**src/rtl/pc_fetch.sv**
```systemverilog
// Instruction fetch stage: one outstanding memory read, branch redirect with kill of the in-flight read.
// Optional macro IF_INST_BUF_EN: a stalled DONE keeps the fetched word instead of refetching it.
module pc_fetch #(
    parameter logic [31:0] RESET_PC = 32'h0000_0000
) (
    input  logic        clk,
    input  logic        rst,
    input  logic [5:0]  stall,
    input  logic        ex_b_flag,
    input  logic [31:0] ex_b_target,
    output logic        mem_req,
    output logic [31:0] mem_addr,
    input  logic        mem_ack,
    input  logic [31:0] mem_rdata,
    output logic [31:0] if_pc,
    output logic [31:0] if_inst,
    output logic        if_stallreq
);
    typedef enum logic [1:0] {
        IDLE = 2'd0,
        REQ  = 2'd1,
        DONE = 2'd2
    } state_t;

    state_t      state, state_d;
    logic [31:0] pc, pc_d;
    logic [31:0] inst_buf, inst_buf_d;
    logic [31:0] addr_q, addr_d;
    logic        kill, kill_d;

    // Only stall[0] concerns this stage; the other bits belong to later pipeline registers.
    logic unused_stall;
    assign unused_stall = ^stall[5:1];

    function automatic logic [31:0] align_target(input logic [31:0] t);
        return {t[31:2], 2'b00};
    endfunction

    function automatic logic [31:0] pc_incr(input logic [31:0] p);
        return p + 32'd4;
    endfunction

    always_ff @(posedge clk) begin
        if (rst) begin
            state    <= IDLE;
            pc       <= RESET_PC;
            inst_buf <= '0;
            kill     <= 1'b0;
            addr_q   <= RESET_PC;
        end else begin
            state    <= state_d;
            pc       <= pc_d;
            inst_buf <= inst_buf_d;
            kill     <= kill_d;
            addr_q   <= addr_d;
        end
    end

    always_comb begin
        state_d     = state;
        pc_d        = pc;
        inst_buf_d  = inst_buf;
        kill_d      = kill;
        addr_d      = addr_q;
        mem_req     = 1'b0;
        mem_addr    = addr_q;
        if_pc       = pc;
        if_inst     = '0;
        if_stallreq = 1'b1;

        case (state)
            IDLE: begin
                if (ex_b_flag) begin
                    pc_d = align_target(ex_b_target);
                end
                state_d = REQ;
                addr_d  = pc_d;
            end
            REQ: begin
                mem_req = 1'b1;
                if (mem_ack) begin
                    if (kill || ex_b_flag) begin
                        // Returned word belongs to the abandoned path: drop it and reissue at pc.
                        if (ex_b_flag) begin
                            pc_d = align_target(ex_b_target);
                        end
                        kill_d = 1'b0;
                        addr_d = pc_d;
                    end else begin
                        inst_buf_d = mem_rdata;
                        state_d    = DONE;
                    end
                end else if (ex_b_flag) begin
                    // The read in flight cannot be cancelled; mem_addr holds until its ack.
                    pc_d   = align_target(ex_b_target);
                    kill_d = 1'b1;
                end
            end
            DONE: begin
                if_stallreq = 1'b0;
                if_inst     = inst_buf;
                if (ex_b_flag) begin
                    pc_d    = align_target(ex_b_target);
                    state_d = REQ;
                    addr_d  = pc_d;
                end else if (!stall[0]) begin
                    pc_d    = pc_incr(pc);
                    state_d = REQ;
                    addr_d  = pc_d;
                end else begin
`ifdef IF_INST_BUF_EN
                    state_d = DONE;
`else
                    inst_buf_d = '0;
                    state_d    = REQ;
                    addr_d     = pc;
`endif
                end
            end
            default: begin
                state_d = IDLE;
            end
        endcase

        // Reset takes effect on the outputs in the same cycle it is raised.
        if (rst) begin
            mem_req     = 1'b0;
            mem_addr    = RESET_PC;
            if_pc       = RESET_PC;
            if_inst     = '0;
            if_stallreq = 1'b1;
        end
    end
endmodule

```
**config.mk**
```make
export PLATFORM = sky130hd
export DESIGN_NAME = pc_fetch
export DESIGN_NICKNAME = d
export VERILOG_FILES = /design/src/rtl/pc_fetch.sv
export SDC_FILE = /design/constraint.sdc
export NUM_CORES = 1
export LEC_CHECK = 0
export ABC_AREA = 1
export BUFFER_PORTS_ARGS = -buffer_cell sky130_fd_sc_hd__buf_2
export CAP_MARGIN = 20
export CORE_UTILIZATION = 29
export CTS_CLUSTER_DIAMETER = 80
export DETAILED_ROUTE_END_ITERATION = 16
export GPL_ROUTABILITY_DRIVEN = 1
export PLACE_DENSITY = 0.59
export SETUP_SLACK_MARGIN = 0.5
export SYNTH_ARGS = -nofsm -noshare
export SYNTH_HDL_FRONTEND = slang
export SYNTH_SLANG_ARGS = --single-unit
```
**constraint.sdc**
```tcl
create_clock -name clk -period 2.1 [get_ports clk]
set_clock_uncertainty 0.15 [all_clocks]
set_input_delay 0.105 -clock clk [delete_from_list [all_inputs] [get_ports clk]]
set_output_delay 0.105 -clock clk [all_outputs]
set_load 0.02 [all_outputs]
```
## Word-level counts from Yosys, hierarchy flattened

Index checks and enable logic that the tools add are counted.

| operators by class | value |
|---|---|
| reduce and logical (&&, ||, !) cells | 11 |
| multiplexer cells | 27 |
| equal/unequal tests | 9 |
| add/subtract/negate cells | 1 |

Operators with widths:

| kind | count |
|---|---|
| 32-bit two-way mux | 14 |
| 32-bit case mux with 3 select lines | 2 |
| 32-bit case mux with 2 select lines | 1 |
| 32-bit by 3-bit adder with 32-bit output (second input constant) | 1 |
| 2-bit inequality test (second input constant) | 5 |
| 1-bit two-way mux | 7 |
| 3-bit AND reduction | 2 |
| 5-bit AND reduction | 1 |
| 2-bit two-way mux | 2 |
| 2-bit case mux with 2 select lines | 1 |
| 2-bit AND reduction | 2 |
| 2-bit nonzero test | 2 |
| 3-bit inequality test (second input constant) | 1 |
| 3-bit nonzero test | 1 |
| 2-bit by 1-bit == test with 1-bit output (second input constant) | 1 |
| 2-bit == test (second input constant) | 1 |
| 2-bit zero test | 1 |
| 2-bit by 1-bit inequality test with 1-bit output (second input constant) | 1 |
| 2-bit OR reduction | 1 |
| 1-bit logical OR | 1 |

| word-level totals | value |
|---|---|
| output and inout port bits | 98 |
| bits in registers | 99 |
| logic and storage cells | 53 |
| input port bits | 74 |

## Logic depth before layout (Yosys ltp)

| depth | value |
|---|---|
| depth after elaboration | 4 |
| gate-level depth with buffers | 12 |
| depth with buffers taken out | 11 |

## Worst setup path after synthesis

OpenSTA, ideal clock, no wires.

| timing | value |
|---|---|
| kind | reg2reg |
| start point | register pc[2] |
| end point | register addr_q[22] |
| required time | 1,841 ps |
| slack | 436 ps |
| data arrival time | 1,405 ps |
| clock period less this slack | 1,664 ps |
| stages on the path, launching flop included | 11 |
| library setup time | 109 ps |
| buffers on the path | 0 |
| cells stage by stage | dfxtp_1 > ha_1 > nand3_1 > nor2_1 > nand3_1 > nor2_1 > nand3_1 > nand3_1 > nand3_1 > nand2_1 > inv_1 |

| between the ends | value |
|---|---|
| word-level cells in the longest chain between the ends | 4 |

Ends and longest elaborated chain:

| what | line | source |
|---|---|---|
| from (decl) | 26 | `logic [31:0] pc, pc_d;` |
| from (signal assigned) | 52 | `pc <= pc_d;` |
| 32-bit by 3-bit adder with 32-bit output | 40 | `return p + 32'd4;` |
| 32-bit two-way mux (2 in series) | n/a |  |
| 32-bit case mux with 3 select lines | 71 | `case (state)` |
| to (signal assigned) | 55 | `addr_q <= addr_d;` |
| to (decl) | 28 | `logic [31:0] addr_q, addr_d;` |

Every way passes these cells.
A chain may end at the register's enable or synchronous reset.

## Worst setup path in the final report

| timing | value |
|---|---|
| start point | register state[1] |
| end point | output port if_inst[5] |

| between the ends | value |
|---|---|
| word-level cells in the longest chain between the ends | 3 |

Ends and longest elaborated chain:

| what | line | source |
|---|---|---|
| from (decl) | 25 | `state_t state, state_d;` |
| from (signal assigned) | 51 | `state <= state_d;` |
| 2-bit == test | 71 |  |
| 32-bit two-way mux | 71 |  |
| 32-bit two-way mux | 126 | `if (rst) begin` |
| to (decl) | 16 | `output logic [31:0] if_inst,` |

Every way passes these cells.

==> impl_metrics.env <==
export IMPL_run_status="completed"
export IMPL_maxSlewHeadroom_pct=51.3
export IMPL_grt_max_degree=59
export IMPL_ant_nets=0
export IMPL_cp_slowest_cell="dfxtp_4"
export IMPL_clockRootBuffer="clkbuf_16"
export IMPL_worstMarginPinSlew_ns=0.726
export IMPL_synth_area_leaders="dfxtp_1 (35%), inv_1 (10%), nor2_1 (9.1%), a21oi_1 (7.8%), nand2_1 (7.5%)"
export IMPL_synth_top_area_share_pct=34.9
export IMPL_antenna_cells=0
export IMPL_rows=50
export IMPL_power_leakage_nw=4.32
export IMPL_die_h_um=142
export IMPL_hold_violations=0
export IMPL_rsz0062_at_grt="true"
export IMPL_nets=1175
export IMPL_drc=0
export IMPL_grt_usage_pct=19.4
export IMPL_crit_path_start_kind="register"
export IMPL_fin_util_pct=51.1
export IMPL_slowest_delay_ns=0.37
export IMPL_wl_mm=23.0
export IMPL_hpwl_mm=12.6
export IMPL_cp_end_kind="primary output"
export IMPL_io_pins=172
export IMPL_max_cap_violations=0
export IMPL_yosysWarnings=0
export IMPL_finalCritPeriodShare_pct=87.0
export IMPL_clk_latency_ns=0.35
export IMPL_cts_clk_slew_worst_paths_ns=0.07
export IMPL_powerDensity_mw_per_mm2=622
export IMPL_via_count=6585
export IMPL_port_buffers=164
export IMPL_clock_path_buffers=2
export IMPL_area_growth_pct=70.6
export IMPL_grt_first_pass_wirelength_mm=30.5
export IMPL_final_cell_mix="inv_1 (150), buf_2 (130), nor2_1 (94)"
export IMPL_fmax_mhz=548
export IMPL_drtIter0Drc=262
export IMPL_critical_path_class="reg2out"
export IMPL_cts_htree_levels=3
export IMPL_gr_total_overflow=0
export IMPL_vdd_drop_max_mv=0.394
export IMPL_layout_drive_gt1_share_pct=43.7
export IMPL_ys_seq_area_share_pct=34.9
export IMPL_cp_required_ns=1.85
export IMPL_cp_max_fo=9
export IMPL_firstDrtPassIters=4
export IMPL_antenna_found_initial=0
export IMPL_fin_hold_ws_ns=0.00448
export IMPL_syn_nets=926
export IMPL_fp_dieW_um=142
export IMPL_finalCriticalPeriod_ns=1.83
export IMPL_synthesis_instances=851
export IMPL_tritoncts="built"
export IMPL_via_per_inst=4.83
export IMPL_grt_pass1_vias=6004
export IMPL_die_area_mm2=0.0201
export IMPL_maxSlewViolCount=0
export IMPL_setup_tns_ns=0
export IMPL_netlist_area_mm2=0.00568
export IMPL_crit_path_cell_trace="inv_4 -> nor2_4 -> nand2_4 -> buf_12 -> nor2_1 -> buf_4"
export IMPL_place_gp_congestion=0.831
export IMPL_start_util_pct=30.0
export IMPL_setup_viol=0
export IMPL_ys_ff_latch=99
export IMPL_final_common_cell="inv_1"
export IMPL_coreArea_mm2=0.0190
export IMPL_hold_path_class="in2reg"
export IMPL_cts_sinks=99
export IMPL_yosysUniqueCellTypes=38
export IMPL_syn_mean_instance_area_um2=6.67
export IMPL_synth_largest_area_cell="dfxtp_1"
export IMPL_critPathArrivalTime_ns=1.57
export IMPL_cts_made_buffers=9
export IMPL_routedWlPerCell_um=16.9
-- area by class of cell --
cell class / count / area [µm²]
clock inverters: 5 / 77.6
clock buffers: 10 / 239
flip-flops and latches: 99 / 2030
well taps: 260 / 325
inverters: 157 / 594
multi-input cells: 549 / 4030
fillers: 1764 / 9270
repair buffers: 284 / 2390
-- worst paths after layout --
check | depth (start not counted) | slack (ns) | start | to
min reg2reg | 2 | 0.32 | inst_buf[0] | inst_buf[0]
max reg2reg | 9 | 0.32 | state[1] | inst_buf[2]
max | 6 | 0.27 | state[1] | if_inst[5]
min | 5 | 0.004 | ex_b_target[29] | addr_q[29]
-- report_power, final --
group	total, mW	internal [mW]	switching [mW]
Clock	1.82	1.07	0.752
Sequential	2.27	2.11	0.164
Combinational	1.93	0.776	1.16
-- critical path: cells and delay by family (launching register included) --
family / cells / cell delay (ns)
simple gates: 3 / 0.43
flops: 1 / 0.37
buf+inv: 3 / 0.41
-- cells by family after synthesis --
family	Yosys count	share of synthesized area, %
flops	99	34.9
fa+ha+maj	1	0.220
buf+inv	203	14.6
xor+xnor	2	0.308
compound gates	184	21.9
simple gates	362	28.1
-- synthesized netlist by cell type, drive strengths merged --
master and instances:
nand3 73, buf 26, a31oi 1, a221oi 1, o21ai 33, and2 2
a22oi 16, nand2 118, o21a 1, nand3b 1, o211ai 2, a211oi 33
clkinv 1, clkbuf 20, or2 1, o31ai 4, xor2 2, dfxtp 99
a21oi 89, a21boi 1, nor2 148, nor3 4, o22ai 3, ha 1
nand4 15, inv 156
-- routing by layer --
metal	GRT usage (%)	wire (µm)	vias to the layer above
met3	3.97	1330	61
met2	33.8	11300	231
met4	5.77	854	0
met1	24.0	9490	3056
li1	-	-	3237
met5	0	0	-
-- what timing repair did --
| item | 4_1_cts | 5_1_grt |
|---|---|---|
| hold endpoints to repair | 88 | 3 |
| resized for setup | 167 | 218 |
| hold buffers | 61 | 2 |
| pin swaps | 34 | 64 |
| setup endpoints to repair | 127 | 127 |
| cloned | 2 | 8 |
| buffers inserted | 19 | 5 |
-- sequential cells by signal (all words and copies together), names as in the netlist --
signal and count:
pc 32, addr_q 32, inst_buf 32, kill 1, state 2
-- per-stage QoR --
| stage | std cells | area, µm² | power [mW] | setup WS [ns] |
|---|---|---|---|---|
| final | 1364 | 9690 | 6.02 | 0.274 |
| after global routing | 1364 | 9690 | 6.30 | 0.261 |
| after CTS | 1349 | 8490 | 5.66 | 0.415 |
| after detailed placement | 1252 | 6830 | 3.57 | 0.194 |
| after global placement | 1252 | 6830 | 3.55 | 0.221 |
| after floorplan | 851 | 5680 | 3.17 | 0.441 |
Note: power is estimated with default switching activity, not from simulation.
